<file path="src/rtl/mult_r4.sv">
// mult_r4: unsigned multiply-add P = Q*D + R.
// Radix-4, MSB-first digit recurrence: one 2-bit digit of Q per cycle.
// After start is accepted the block takes WIDTH/2 CALC cycles, one ADD
// cycle and one DONE cycle, then returns to IDLE.
//
// state | meaning
// ------+-------------------------------------------------------------
// IDLE  | waiting for start; operands latched on the accepting edge
// CALC  | acc <= 4*acc + digit*D, one digit of Q per edge
// ADD   | P <= acc + R
// DONE  | done pulse for one cycle, P valid

module mult_r4 #(
  parameter int WIDTH = 8
) (
  input  logic               clk,
  input  logic               reset,
  input  logic               start,
  input  logic [WIDTH-1:0]   Q,
  input  logic [WIDTH-1:0]   D,
  input  logic [WIDTH-1:0]   R,
  output logic [2*WIDTH-1:0] P,
  output logic               busy,
  output logic               done
);

  localparam int CW = $clog2(WIDTH / 2) + 1;
  localparam logic [CW-1:0] LAST_DIGIT = CW'(WIDTH / 2 - 1);

  localparam logic [1:0] IDLE = 2'd0;
  localparam logic [1:0] CALC = 2'd1;
  localparam logic [1:0] ADD  = 2'd2;
  localparam logic [1:0] DONE = 2'd3;

  logic [1:0]         state_q, state_d;
  logic [WIDTH-1:0]   q_q, q_d;
  logic [WIDTH-1:0]   d_q, d_d;
  logic [WIDTH-1:0]   r_q, r_d;
  logic [2*WIDTH-1:0] acc_q, acc_d;
  logic [CW-1:0]      cnt_q, cnt_d;
  logic [2*WIDTH-1:0] p_q, p_d;
  logic               busy_q, done_q;

  logic [1:0]         digit;
  logic [WIDTH+1:0]   d_ext;
  logic [WIDTH+1:0]   multiple;
  logic [2*WIDTH-1:0] acc_step;

  // Select the digit multiple of D; 3*D is built as (D<<1)+D so no multiplier is needed.
  always_comb begin
    digit    = q_q[WIDTH-1 -: 2];
    d_ext    = {2'b00, d_q};
    multiple = '0;
    case (digit)
      2'd0: multiple = '0;
      2'd1: multiple = d_ext;
      2'd2: multiple = d_ext << 1;
      2'd3: multiple = (d_ext << 1) + d_ext;
      default: multiple = '0;
    endcase
    // acc stays below Q*D <= (2^W-1)^2 at every step, so 2*WIDTH bits never overflow.
    acc_step = {acc_q[2*WIDTH-3:0], 2'b00} + {{(WIDTH-2){1'b0}}, multiple};
  end

  // Next-state and datapath update for each FSM state.
  always_comb begin
    state_d = state_q;
    q_d     = q_q;
    d_d     = d_q;
    r_d     = r_q;
    acc_d   = acc_q;
    cnt_d   = cnt_q;
    p_d     = p_q;
    case (state_q)
      IDLE: begin
        if (start) begin
          q_d     = Q;
          d_d     = D;
          r_d     = R;
          acc_d   = '0;
          cnt_d   = '0;
          state_d = CALC;
        end
      end
      CALC: begin
        acc_d = acc_step;
        q_d   = {q_q[WIDTH-3:0], 2'b00};
        cnt_d = cnt_q + 1'b1;
        if (cnt_q == LAST_DIGIT) begin
          state_d = ADD;
        end
      end
      ADD: begin
        p_d     = acc_q + {{WIDTH{1'b0}}, r_q};
        state_d = DONE;
      end
      DONE: begin
        state_d = IDLE;
      end
      default: begin
        state_d = IDLE;
      end
    endcase
  end

  // State, operand and output registers; busy/done are derived from the next state so they are registered.
  always_ff @(posedge clk or posedge reset) begin
    if (reset) begin
      state_q <= IDLE;
      q_q     <= '0;
      d_q     <= '0;
      r_q     <= '0;
      acc_q   <= '0;
      cnt_q   <= '0;
      p_q     <= '0;
      busy_q  <= 1'b0;
      done_q  <= 1'b0;
    end else begin
      state_q <= state_d;
      q_q     <= q_d;
      d_q     <= d_d;
      r_q     <= r_d;
      acc_q   <= acc_d;
      cnt_q   <= cnt_d;
      p_q     <= p_d;
      busy_q  <= (state_d != IDLE);
      done_q  <= (state_d == DONE);
    end
  end

  assign P    = p_q;
  assign busy = busy_q;
  assign done = done_q;

endmodule

</file>
<file path="config.mk">
export PLATFORM = sky130hd
export DESIGN_NAME = mult_r4
export DESIGN_NICKNAME = d
export VERILOG_FILES = /design/src/rtl/mult_r4.sv
export SDC_FILE = /design/constraint.sdc
export NUM_CORES = 1
export LEC_CHECK = 0
export BUFFER_PORTS_ARGS = -buffer_cell sky130_fd_sc_hd__buf_2
export CORE_UTILIZATION = 35
export CTS_CLUSTER_SIZE = 12
export DETAILED_ROUTE_END_ITERATION = 12
export GPL_TIMING_DRIVEN = 0
export PLACE_DENSITY = 0.63
export SLEW_MARGIN = 20
export SYNTH_ARGS = -nofsm -noshare
export SYNTH_HDL_FRONTEND = slang
export SYNTH_SLANG_ARGS = --single-unit
</file>
<file path="constraint.sdc">
create_clock -name clk -period 3.8 [get_ports clk]
set_input_delay 0.19 -clock clk [delete_from_list [all_inputs] [get_ports clk]]
set_output_delay 0.19 -clock clk [all_outputs]
set_load 0.05 [all_outputs]
</file>
==> reports/metrics.yaml <==
outcome:
  run_status: "completed"
setup_path:
  worst_setup_path_end_kind: "flop"
  cp-endpoint: "acc_q[13]"
  reg2reg_from: "d_q[0]"
  crit_required_ns: 4.07
  path_class: "reg2reg"
  timing.reg2reg.setup_slack_ns: 0.43
  rr_worst_depth: 14
  crit_path_launch_type: "flop"
  cp-startpoint: "d_q[0]"
  arrival_time_at_the_worst_endpoint_ns: 3.64
  reg2reg_to: "acc_q[13]"
  crit_fanout: 5
global_routing:
  globalRouteOverflowTotal: 0
  number_of_global_route_vias_before_repair: 3001
  grt_max_degree: 46
  grt_antenna_before_repair: 0
  grt_first_pass_wirelength_mm: 14.78
  grt_util_all_layers_pct: 16.69
yosys:
  synthesis.nets: 462
  postSynth.topFlopCell: "sky130_fd_sc_hd__dfrtp_1"
  synth_edf_count: 0
  syn_area_um2: 3860
  synthesis.instances: 405
  yosys_reg_bits: 63
  syn_avg_cell_area_um2: 9.531
  synth-seq-area-share_pct: 40.84
  synth.distinct_cells: 52
  fraction_of_registers_with_async_set_reset_pct: 100.0
  yosys_warnings: 0
layout:
  layout_commonest_cell: "sky130_fd_sc_hd__dfrtp_1"
  sequential_cell_area_um2: 1577
  drive_gt1_share_pct: 19.53
  multi_input_area_um2: 2148
  layout.cells.most_common_list: "sky130_fd_sc_hd__dfrtp_1, sky130_fd_sc_hd__nand2_1, sky130_fd_sc_hd__buf_2, sky130_fd_sc_hd__o21ai_0, sky130_fd_sc_hd__ha_1"
  synthToLayoutAreaGrowth_pct: 15.66
  nFillCells: 1058
  nNetsFinal: 519
  antennaDiodeCount: 0
floorplan:
  fp.coreArea_um2: 10510
  die_y_um: 107.0
  die_area_um2: 11450
  io_pins: 45
  width_of_the_die_um: 107.0
  initial_utilization_pct: 36.73
  rows: 37
worst_hold_path:
  hold_path_class: "in2reg"
  hp-start: "D[1]"
drt:
  num_vias: 3116
  drt-total-wl_mm: 8.730
  drc_errors: 0
  route.antenna.remaining_nets: 0
  drt_first_iter_violations: 121
  detail_route.vias_per_cell: 5.176
  drt_pre_antenna_iters: 4
  routed_wire_length_per_instance_um: 14.50
cts:
  tritoncts_clock_tree: "built"
  worstSkewPairLatency_ns: 0.34
  cts_buf_count: 9
  cts.sinks: 63
  postCtsSetupBuffers: 0
  clock_root_cell: "sky130_fd_sc_hd__clkbuf_8"
  htree_num_levels: 3
  clockBufferDepth: 2
  clk_pin_slew_ns: 0.07
sta:
  worst-slew-pin-transition_ns: 0.6303
  rsz0062_at_grt: "false"
  skew_ns: 0.01455
  hold_ws_ns: 0.04842
  drv_slew: 0
  fmaxAchievable_mhz: 296.6
  finalSetupViolations: 0
  fin_crit_sh_pct: 88.72
  final.setup.tns_ns: 0
  number_of_hold_violations_in_the_final_report: 0
  post-route-min-period_ns: 3.371
  maxSlewHeadroom_pct: 57.59
placement:
  count_of_buffers_inserted_at_the_top_level_ports: 44
  gpl.final_weighted_congestion: 0.8772
  dp_hpwl_mm: 6.541
power_and_ir_drop:
  power-per-cell-area_nw_per_um2: 935.8
  total_power_mw: 4.177
  ir_drop_mv: 0.3558
  total_leakage_power_nw: 1.984
job:
  maxCapViolations: 0
-- worst min path at each step --
stage / end / cells past startpoint
2_1_floorplan: d_q[1] / 2
3_3_place_gp: d_q[2] / 3
3_5_place_dp: P[11] / 2
4_1_cts: d_q[2] / 3
5_1_grt: r_q[1] / 3
6_report: d_q[1] / 3
-- report_power, final --
group | total [mW] | switching, mW | internal (mW)
Sequential | 1.20 | 0.227 | 0.973
Combinational | 2.45 | 1.52 | 0.931
Clock | 0.527 | 0.259 | 0.268
-- area by class of cell --
type	instances	area share, %
flip-flops and latches	63	35.31
repair buffers	46	5.774
inverters	14	1.233
clock inverters	3	0.4204
well taps	136	3.812
plain buffers	20	1.850
clock buffers	12	3.475
multi-input cells	308	48.12
-- routing by layer --
| metal | GRT usage, % | part of all wire, % | vias to the layer above |
|---|---|---|---|
| met3 | 4.620 | 3.9 | 4 |
| li1 | - | - | 1567 |
| met4 | 4.501 | 0.84 | 0 |
| met5 | 0 | 0 | - |
| met2 | 26.68 | 45 | 55 |
| met1 | 22.09 | 50 | 1490 |
-- cells in the mapped netlist, drive strengths merged, types with 9 or more instances --
library cell  count  share of area [%]
dfrtp            63                 41
nand2            59                5.7
o21ai            51                6.7
ha               27                8.8
a21oi            21                2.8
nor2             15                1.5
inv              14                1.4
mux2             14                4.1
clkbuf           13                1.3
a31oi            10                2.4
xnor2            10                2.3
nor2b             9                1.7
xor2              9                2.0
-- worst max-delay path, stage by stage (launching register included) --
cell and delay, ns:
sky130_fd_sc_hd__dfrtp_1 0.43, sky130_fd_sc_hd__ha_1 0.22, sky130_fd_sc_hd__inv_1 0.06, sky130_fd_sc_hd__fa_1 0.40, sky130_fd_sc_hd__nor2b_1 0.17, sky130_fd_sc_hd__o31ai_1 0.11, sky130_fd_sc_hd__a21oi_1 0.21, sky130_fd_sc_hd__mux2_2 0.36
sky130_fd_sc_hd__nand2_1 0.08, sky130_fd_sc_hd__ha_1 0.23, sky130_fd_sc_hd__nand2_1 0.13, sky130_fd_sc_hd__a2111oi_2 0.47, sky130_fd_sc_hd__o21bai_1 0.17, sky130_fd_sc_hd__xor2_1 0.16, sky130_fd_sc_hd__o21ai_1 0.12
-- stage by stage --
step | setup slack, ns | instances | util [%] | instance area, µm²
after floorplan | 0.7789 | 405 | - | 3860
after global placement | 0.4485 | 585 | 40.45 | 4250
final | 0.4288 | 602 | 42.48 | 4464
after global routing | 0.1581 | 602 | 42.48 | 4464
after detailed placement | 0.3988 | 586 | 40.73 | 4280
after CTS | 0.3912 | 602 | 42.48 | 4464
-- sequential cells by signal, summed over array words and instances (netlist names) --
name	cells
acc_q	16
P	16
state_q	2
busy	1
cnt_q	3
d_q	8
done	1
q_q	8
r_q	8
-- cell families after synthesis --
| logic type | count (synthesis) | synth area share (%) |
|---|---|---|
| compound gates | 131 | 22.89 |
| xor+xnor | 19 | 4.311 |
| fa+ha+maj | 30 | 10.31 |
| buf+inv | 34 | 3.501 |
| flops | 63 | 40.84 |
| mux | 16 | 4.603 |
| simple gates | 112 | 13.55 |
-- what timing repair did --
| action | CTS | global route |
|---|---|---|
| gates resized for setup | 0 | 0 |
| hold endpoints to repair | 18 | 0 |
| hold buffers | 1 | 0 |
No activity file was read; power rests on OpenSTA's default activity.
